`config.mk`:
```
export PLATFORM = sky130hd
export DESIGN_NAME = rscpu_core_param
export DESIGN_NICKNAME = d
export VERILOG_FILES = /design/src/rtl/rscpu_core_param.sv
export SDC_FILE = /design/constraint.sdc
export NUM_CORES = 1
export LEC_CHECK = 0
export BUFFER_PORTS_ARGS = -buffer_cell sky130_fd_sc_hd__buf_2
export CELL_PAD_IN_SITES_DETAIL_PLACEMENT = 2
export CELL_PAD_IN_SITES_GLOBAL_PLACEMENT = 2
export CORE_ASPECT_RATIO = 1.2
export CORE_MARGIN = 5
export CORE_UTILIZATION = 36
export DETAILED_ROUTE_END_ITERATION = 10
export PLACE_DENSITY = 0.9
export REMOVE_ABC_BUFFERS = 1
export SYNTH_ARGS = -nofsm -noshare
export SYNTH_HDL_FRONTEND = slang
export SYNTH_SLANG_ARGS = --single-unit
```
`constraint.sdc`:
```
create_clock -name clk -period 7.4 [get_ports clk]
set_input_delay 0.37 -clock clk [delete_from_list [all_inputs] [get_ports clk]]
set_output_delay 0.37 -clock clk [all_outputs]
set_load 0.1 [all_outputs]
```
`src/rtl/rscpu_core_param.sv`:
```
// rscpu_core_param: parametrised multicycle accumulator CPU core.
// Registers AC, R, PC, IR, an operand address register (TMP) and a Z flag.
// A fetch/decode/operand/memop FSM drives an external req/ready memory port,
// so wait-state memories work without any timeout.
// Optional feature: define RSCPU_HALT_EN to decode IR[4]=1, IR[3:0]=0 as HALT.
// Without it that word is a NOP and halted is tied low.
module rscpu_core_param #(
  parameter int unsigned           DATA_W   = 8,
  parameter int unsigned           ADDR_W   = 16,
  parameter logic [ADDR_W-1:0]     RESET_PC = '0
) (
  input  logic              clk,
  input  logic              reset,
  output logic              mem_req,
  output logic              mem_we,
  output logic [ADDR_W-1:0] mem_addr,
  output logic [DATA_W-1:0] mem_wdata,
  input  logic [DATA_W-1:0] mem_rdata,
  input  logic              mem_ready,
  output logic [DATA_W-1:0] ac_out,
  output logic [DATA_W-1:0] r_out,
  output logic              z_out,
  output logic [ADDR_W-1:0] pc_out,
  output logic              halted
);

  // Number of memory words that make up one operand address, and the width
  // of the byte index that walks them (at least one bit).
  localparam int unsigned ADDR_BYTES = ADDR_W / DATA_W;
  localparam int unsigned KW         = (ADDR_BYTES > 1) ? $clog2(ADDR_BYTES) : 1;
  localparam logic [KW-1:0] K_LAST   = KW'(ADDR_BYTES - 1);

  localparam logic [2:0] S_FETCH  = 3'd0;
  localparam logic [2:0] S_DECODE = 3'd1;
  localparam logic [2:0] S_OPND   = 3'd2;
  localparam logic [2:0] S_MEMOP  = 3'd3;
`ifdef RSCPU_HALT_EN
  localparam logic [2:0] S_HALT   = 3'd4;
`endif

  localparam logic [3:0] OP_NOP  = 4'h0;
  localparam logic [3:0] OP_LDAC = 4'h1;
  localparam logic [3:0] OP_STAC = 4'h2;
  localparam logic [3:0] OP_MVAC = 4'h3;
  localparam logic [3:0] OP_MOVR = 4'h4;
  localparam logic [3:0] OP_JUMP = 4'h5;
  localparam logic [3:0] OP_JMPZ = 4'h6;
  localparam logic [3:0] OP_JPNZ = 4'h7;
  localparam logic [3:0] OP_ADD  = 4'h8;
  localparam logic [3:0] OP_SUB  = 4'h9;
  localparam logic [3:0] OP_INAC = 4'hA;
  localparam logic [3:0] OP_CLAC = 4'hB;
  localparam logic [3:0] OP_AND  = 4'hC;
  localparam logic [3:0] OP_OR   = 4'hD;
  localparam logic [3:0] OP_XOR  = 4'hE;
  localparam logic [3:0] OP_NOT  = 4'hF;

  logic [2:0]        state_q, state_d;
  logic [DATA_W-1:0] ac_q,    ac_d;
  logic [DATA_W-1:0] r_q,     r_d;
  logic              z_q,     z_d;
  logic [ADDR_W-1:0] pc_q,    pc_d;
  logic [DATA_W-1:0] ir_q,    ir_d;
  logic [ADDR_W-1:0] tmp_q,   tmp_d;
  logic [KW-1:0]     k_q,     k_d;

  logic [3:0]        opcode;
  logic [DATA_W-1:0] alu_res;
  logic [ADDR_W-1:0] tmp_merged;
  logic              req_c;
  logic              we_c;
  logic [ADDR_W-1:0] addr_c;

  assign opcode = ir_q[3:0];

  // Upper IR bits only matter for HALT decode; collect them so the rest
  // of the word is visibly intentionally ignored.
  logic unused_ir_bits;
  assign unused_ir_bits = &{1'b0, ir_q[DATA_W-1:4]};

  // ALU result for opcodes 8..F, all modulo 2^DATA_W.
  always_comb begin
    alu_res = ac_q;
    case (opcode)
      OP_ADD:  alu_res = ac_q + r_q;
      OP_SUB:  alu_res = ac_q - r_q;
      OP_INAC: alu_res = ac_q + DATA_W'(1);
      OP_CLAC: alu_res = '0;
      OP_AND:  alu_res = ac_q & r_q;
      OP_OR:   alu_res = ac_q | r_q;
      OP_XOR:  alu_res = ac_q ^ r_q;
      OP_NOT:  alu_res = ~ac_q;
      default: alu_res = ac_q;
    endcase
  end

  // Operand register with the incoming word dropped into byte slot k
  // (least-significant word first).
  always_comb begin
    tmp_merged = tmp_q;
    for (int b = 0; b < int'(ADDR_BYTES); b++) begin
      if (k_q == KW'(b)) begin
        tmp_merged[b*DATA_W +: DATA_W] = mem_rdata;
      end
    end
  end

  // Next-state and memory-port logic for the fetch/decode/execute FSM.
  always_comb begin
    state_d = state_q;
    ac_d    = ac_q;
    r_d     = r_q;
    z_d     = z_q;
    pc_d    = pc_q;
    ir_d    = ir_q;
    tmp_d   = tmp_q;
    k_d     = k_q;
    req_c   = 1'b0;
    we_c    = 1'b0;
    addr_c  = pc_q;

    case (state_q)
      S_FETCH: begin
        req_c  = 1'b1;
        addr_c = pc_q;
        if (mem_ready) begin
          ir_d    = mem_rdata;
          pc_d    = pc_q + ADDR_W'(1);
          state_d = S_DECODE;
        end
      end

      S_DECODE: begin
        state_d = S_FETCH;
        case (opcode)
          OP_LDAC, OP_STAC, OP_JUMP, OP_JMPZ, OP_JPNZ: begin
            state_d = S_OPND;
            k_d     = '0;
          end
          OP_MVAC: r_d = ac_q;
          OP_MOVR: ac_d = r_q;
          default: begin
            if (opcode[3]) begin
              ac_d = alu_res;
              z_d  = (alu_res == '0);
            end
          end
        endcase
`ifdef RSCPU_HALT_EN
        if ((opcode == OP_NOP) && ir_q[4]) begin
          state_d = S_HALT;
        end
`endif
      end

      S_OPND: begin
        req_c  = 1'b1;
        addr_c = pc_q;
        if (mem_ready) begin
          tmp_d = tmp_merged;
          pc_d  = pc_q + ADDR_W'(1);
          if (k_q == K_LAST) begin
            state_d = S_FETCH;
            case (opcode)
              OP_LDAC, OP_STAC: state_d = S_MEMOP;
              OP_JUMP:          pc_d = tmp_merged;
              OP_JMPZ:          if (z_q)  pc_d = tmp_merged;
              OP_JPNZ:          if (!z_q) pc_d = tmp_merged;
              default:          state_d = S_FETCH;
            endcase
          end else begin
            k_d = k_q + KW'(1);
          end
        end
      end

      S_MEMOP: begin
        req_c  = 1'b1;
        addr_c = tmp_q;
        we_c   = (opcode == OP_STAC);
        if (mem_ready) begin
          if (opcode != OP_STAC) begin
            ac_d = mem_rdata;
          end
          state_d = S_FETCH;
        end
      end

`ifdef RSCPU_HALT_EN
      // Frozen until reset.
      S_HALT: state_d = S_HALT;
`endif

      default: state_d = S_FETCH;
    endcase
  end

  // State and architectural registers with synchronous active-high reset.
  always_ff @(posedge clk) begin
    if (reset) begin
      state_q <= S_FETCH;
      ac_q    <= '0;
      r_q     <= '0;
      z_q     <= 1'b0;
      pc_q    <= RESET_PC;
      ir_q    <= '0;
      tmp_q   <= '0;
      k_q     <= '0;
    end else begin
      state_q <= state_d;
      ac_q    <= ac_d;
      r_q     <= r_d;
      z_q     <= z_d;
      pc_q    <= pc_d;
      ir_q    <= ir_d;
      tmp_q   <= tmp_d;
      k_q     <= k_d;
    end
  end

  // Request is masked during reset so an abandoned transaction never
  // completes; address/we/wdata come straight from registered state.
  assign mem_req   = req_c & ~reset;
  assign mem_we    = we_c;
  assign mem_addr  = addr_c;
  assign mem_wdata = ac_q;

  assign ac_out = ac_q;
  assign r_out  = r_q;
  assign z_out  = z_q;
  assign pc_out = pc_q;

`ifdef RSCPU_HALT_EN
  assign halted = (state_q == S_HALT);
`else
  assign halted = 1'b0;
`endif

endmodule

```
==> run_results.csv <==
group,metric,value,unit
worst_hold_path,whs_path_depth,3,
logic_synthesis,synth-main-ff-cell,"dfxtp_1",
placement,place_inst,747,
placement,port_buffers,69,
setup_path,crit_fanout,16,
worst_hold_path,holdCritPathClass,"in2reg",
routing,num_vias,4471,
logic_synthesis,yosys_warnings,0,
setup_path,rrSetupSlack,3630,ps
routing,drt_wl_total,16100,um
setup_path,criticalPathCategory,"reg2reg",
sta,rsz0062_at_grt,"false",
grt,grt_max_degree,61,
setup_path,start_kind,"flop",
setup_path,rr_endpoint,"ac_out[7]",
setup_path,path_cells,"nand4bb_1 > and2_1 > a22o_1 > ha_1 > a211oi_2 > nor3b_1 > or4_1 > a31oi_1 > xnor2_1 > a21oi_1 > a2111oi_0",
clock_network,cts_resized,0,
die,num_io_pins,71,
die,die_h,131,um
clock_network,cts_htree_levels,2,
sta,timing.fmax,265,MHz
logic_synthesis,synthesis.area_per_instance,7.82,sq um
die,die_area,14500,sq um
sta,fin_skew,11.0,ps
layout,syn2layout_area_growth,11.6,%
layout,diodes,0,
grt,grt_pass1_wl,26400,um
logic_synthesis,synth_seq_cells,56,
placement,dpl.hpwl,11900,um
setup_path,cp_slowest_stage_delay,750,ps
setup_path,cp.required,7570,ps
sta,tns,0,ps
clock_network,clock_latency,300,ps
grt,globalRoute.totalOverflow,0,
sta,setup_viol,0,
setup_path,cp_num_buf_inv,0,
run,max_cap_viol_count,0,
die,start_util,36.5,%
logic_synthesis,synth_most_common_cell,"nor2_1",
logic_synthesis,async_flop_share,0,%
pwr,swShare,30.7,%
worst_hold_path,min_to,"tmp_q[14]",
layout,nets,630,
routing,drc,0,
sta,hold_viol,0,
sta,tightest_slew,1110,ps
die,rows,44,
logic_synthesis,synth_area_leaders,"dfxtp_1, ha_1, mux2i_1",
pwr,p_per_area,147,nW/um^2
setup_path,critPathCaptureType,"flop",
clock_network,cts_tree,"yes",
clock_network,cts_buffers,5,
placement,routabilityCongestion,0.847,
clock_network,cts_setup_buffers,0,
routing,wl_per_cell,21.3,um
layout,drive_gt1_share,19.5,%
sta,drv_slew,0,
logic_synthesis,synth.distinct_cells,74,
sta,fin_crit_sh,50.9,%
logic_synthesis,yosys.area.top_type,"dfxtp_1",
sta,slew_headroom,26.1,%
setup_path,cp_top_family,"simple AND/OR/NAND/NOR gates",
grt,gr-usage-all-layers,22.3,%
pwr,p_comb_share,16.5,%
routing,dr.pass1.iters,4,
clock_network,ctsLongestPathBuffers,2,
clock_network,clockRootBuffer,"clkbuf_16",
routing,routed_via_density,5.92,
routing,drtAntennaViolNets,0,
setup_path,crit_start,"ir_q[1]",
logic_synthesis,yosysSeqAreaShare,25.6,%
status,outcome,"finished clean",
clock_network,path_clk_slew,80,ps
logic_synthesis,synthCells,560,
die,die_x,111,um
setup_path,r2r_cells,11,
pwr,pwr-share-clk,39.3,%
grt,grt_pass1_vias,5051,
setup_path,cp_slowest_cell,"dfxtp_1",
pwr,p_int,0.497,mW
worst_hold_path,worstHoldStart,"mem_rdata[6]",
pwr,power.leakage,1.88,nW
clock_network,ctsHoldBuffers,0,
die,core,12000,sq um
logic_synthesis,synthTopCellsByCount,"nor2_1, dfxtp_1, nand2_1",
pwr,peakVddDrop,91.8,uV
logic_synthesis,synth_edf_count,0,
sta,fin_crit,3770,ps
clock_network,clock-sinks,56,
setup_path,cp.arrival,3940,ps
pwr,seq_power_share,44.2,%
grt,antenna_found_initial,1,
logic_synthesis,synth_area,4380,sq um
setup_path,r2r_start,"ir_q[1]",
logic_synthesis,synth_top_area_share,25.6,%
layout,fin_cells,755,
pwr,switching_power,0.220,mW
routing,drt_iter0_markers,188,
-- worst min-delay path, cell delays in order --
cell     delay (ps)
buf_2           140
nand2_1          70
a21oi_1          60
-- sequential cells by signal, indices dropped and copies added (netlist names) --
signal,cells
ac_out,8
ir_q,4
pc_out,16
k_q,1
r_out,8
tmp_q,16
state_q,2
z_out,1
-- stage by stage --
step                setup slack, ps  instance area (sq um)  hold slack [ps]  util, %  power (mW)
finish                         3630                   4880              379     40.7       0.717
global placement               3870                   4720              460     39.3       0.436
detailed placement             3660                   4720              475     39.3       0.442
floorplan                      3460                   4120              439        -       0.401
CTS                            3610                   4880              371     40.7       0.723
global route                   3310                   4880              392     40.7       0.746
-- worst max-delay path by stage --
stage / end / depth (start not counted)
after global routing: ac_out[7] / 11
after CTS: ac_out[7] / 11
after global placement: ac_out[7] / 11
after detailed placement: ac_out[7] / 11
after floorplan: ac_out[7] / 5
final: ac_out[7] / 11
-- layout make-up --
class | count | area (sq um)
well taps | 161 | 201
fillers | 1461 | 7120
flip-flops and latches | 56 | 1120
multi-input cells | 428 | 2900
clock inverters | 3 | 42.5
repair buffers | 75 | 390
clock buffers | 5 | 125
inverters | 27 | 101
-- cells by family after synthesis --
family	share of synthesized area, %
other	0.0857
multiplexers	12.1
buffers and inverters	8.09
adder cells (fa/ha/maj)	7.60
AO/OA/AOI/OAI	22.6
AND/OR/NAND/NOR	23.0
flip-flops	25.6
XOR/XNOR	0.800
-- cells in the final DEF (no fill, tap or decap), types with 3 or more instances in the layout --
cell,instances
nand3b_1,4
inv_1,27
dfxtp_1,56
mux2i_1,25
mux2_2,21
o211ai_1,9
o32ai_1,4
and2_1,6
buf_2,69
nor3_1,9
nand2_1,55
and2b_1,3
nand4_1,4
o21ai_0,31
ha_1,25
nor3b_1,4
nor2_1,65
buf_4,6
a21o_1,4
nor2b_1,4
nand2b_1,5
a21oi_1,43
a31oi_1,6
o22ai_1,7
nand3_1,14
and3_1,6
xnor2_1,4
nand4b_1,3
a22oi_1,7
a211oi_1,9
clkbuf_16,5
-- layer usage --
metal / track usage (%) / part of all wire [%] / vias to the layer above
li1: - / - / 2071
met1: 25.7 / 42 / 2277
met2: 42.9 / 53 / 98
met3: 3.96 / 3.7 / 23
met4: 5.22 / 1.6 / 2
met5: 0 / 0.044 / -
-- power by group through the flow --
stage / registers (mW) / clock network [mW] / logic [mW]
5_1_grt: 0.318 / 0.302 / 0.126
6_report: 0.317 / 0.282 / 0.118
2_1_floorplan: 0.345 / 0 / 0.0565
3_5_place_dp: 0.324 / 0 / 0.117
3_3_place_gp: 0.323 / 0 / 0.113
4_1_cts: 0.317 / 0.287 / 0.118
Note: power is estimated with default switching activity, not from simulation.
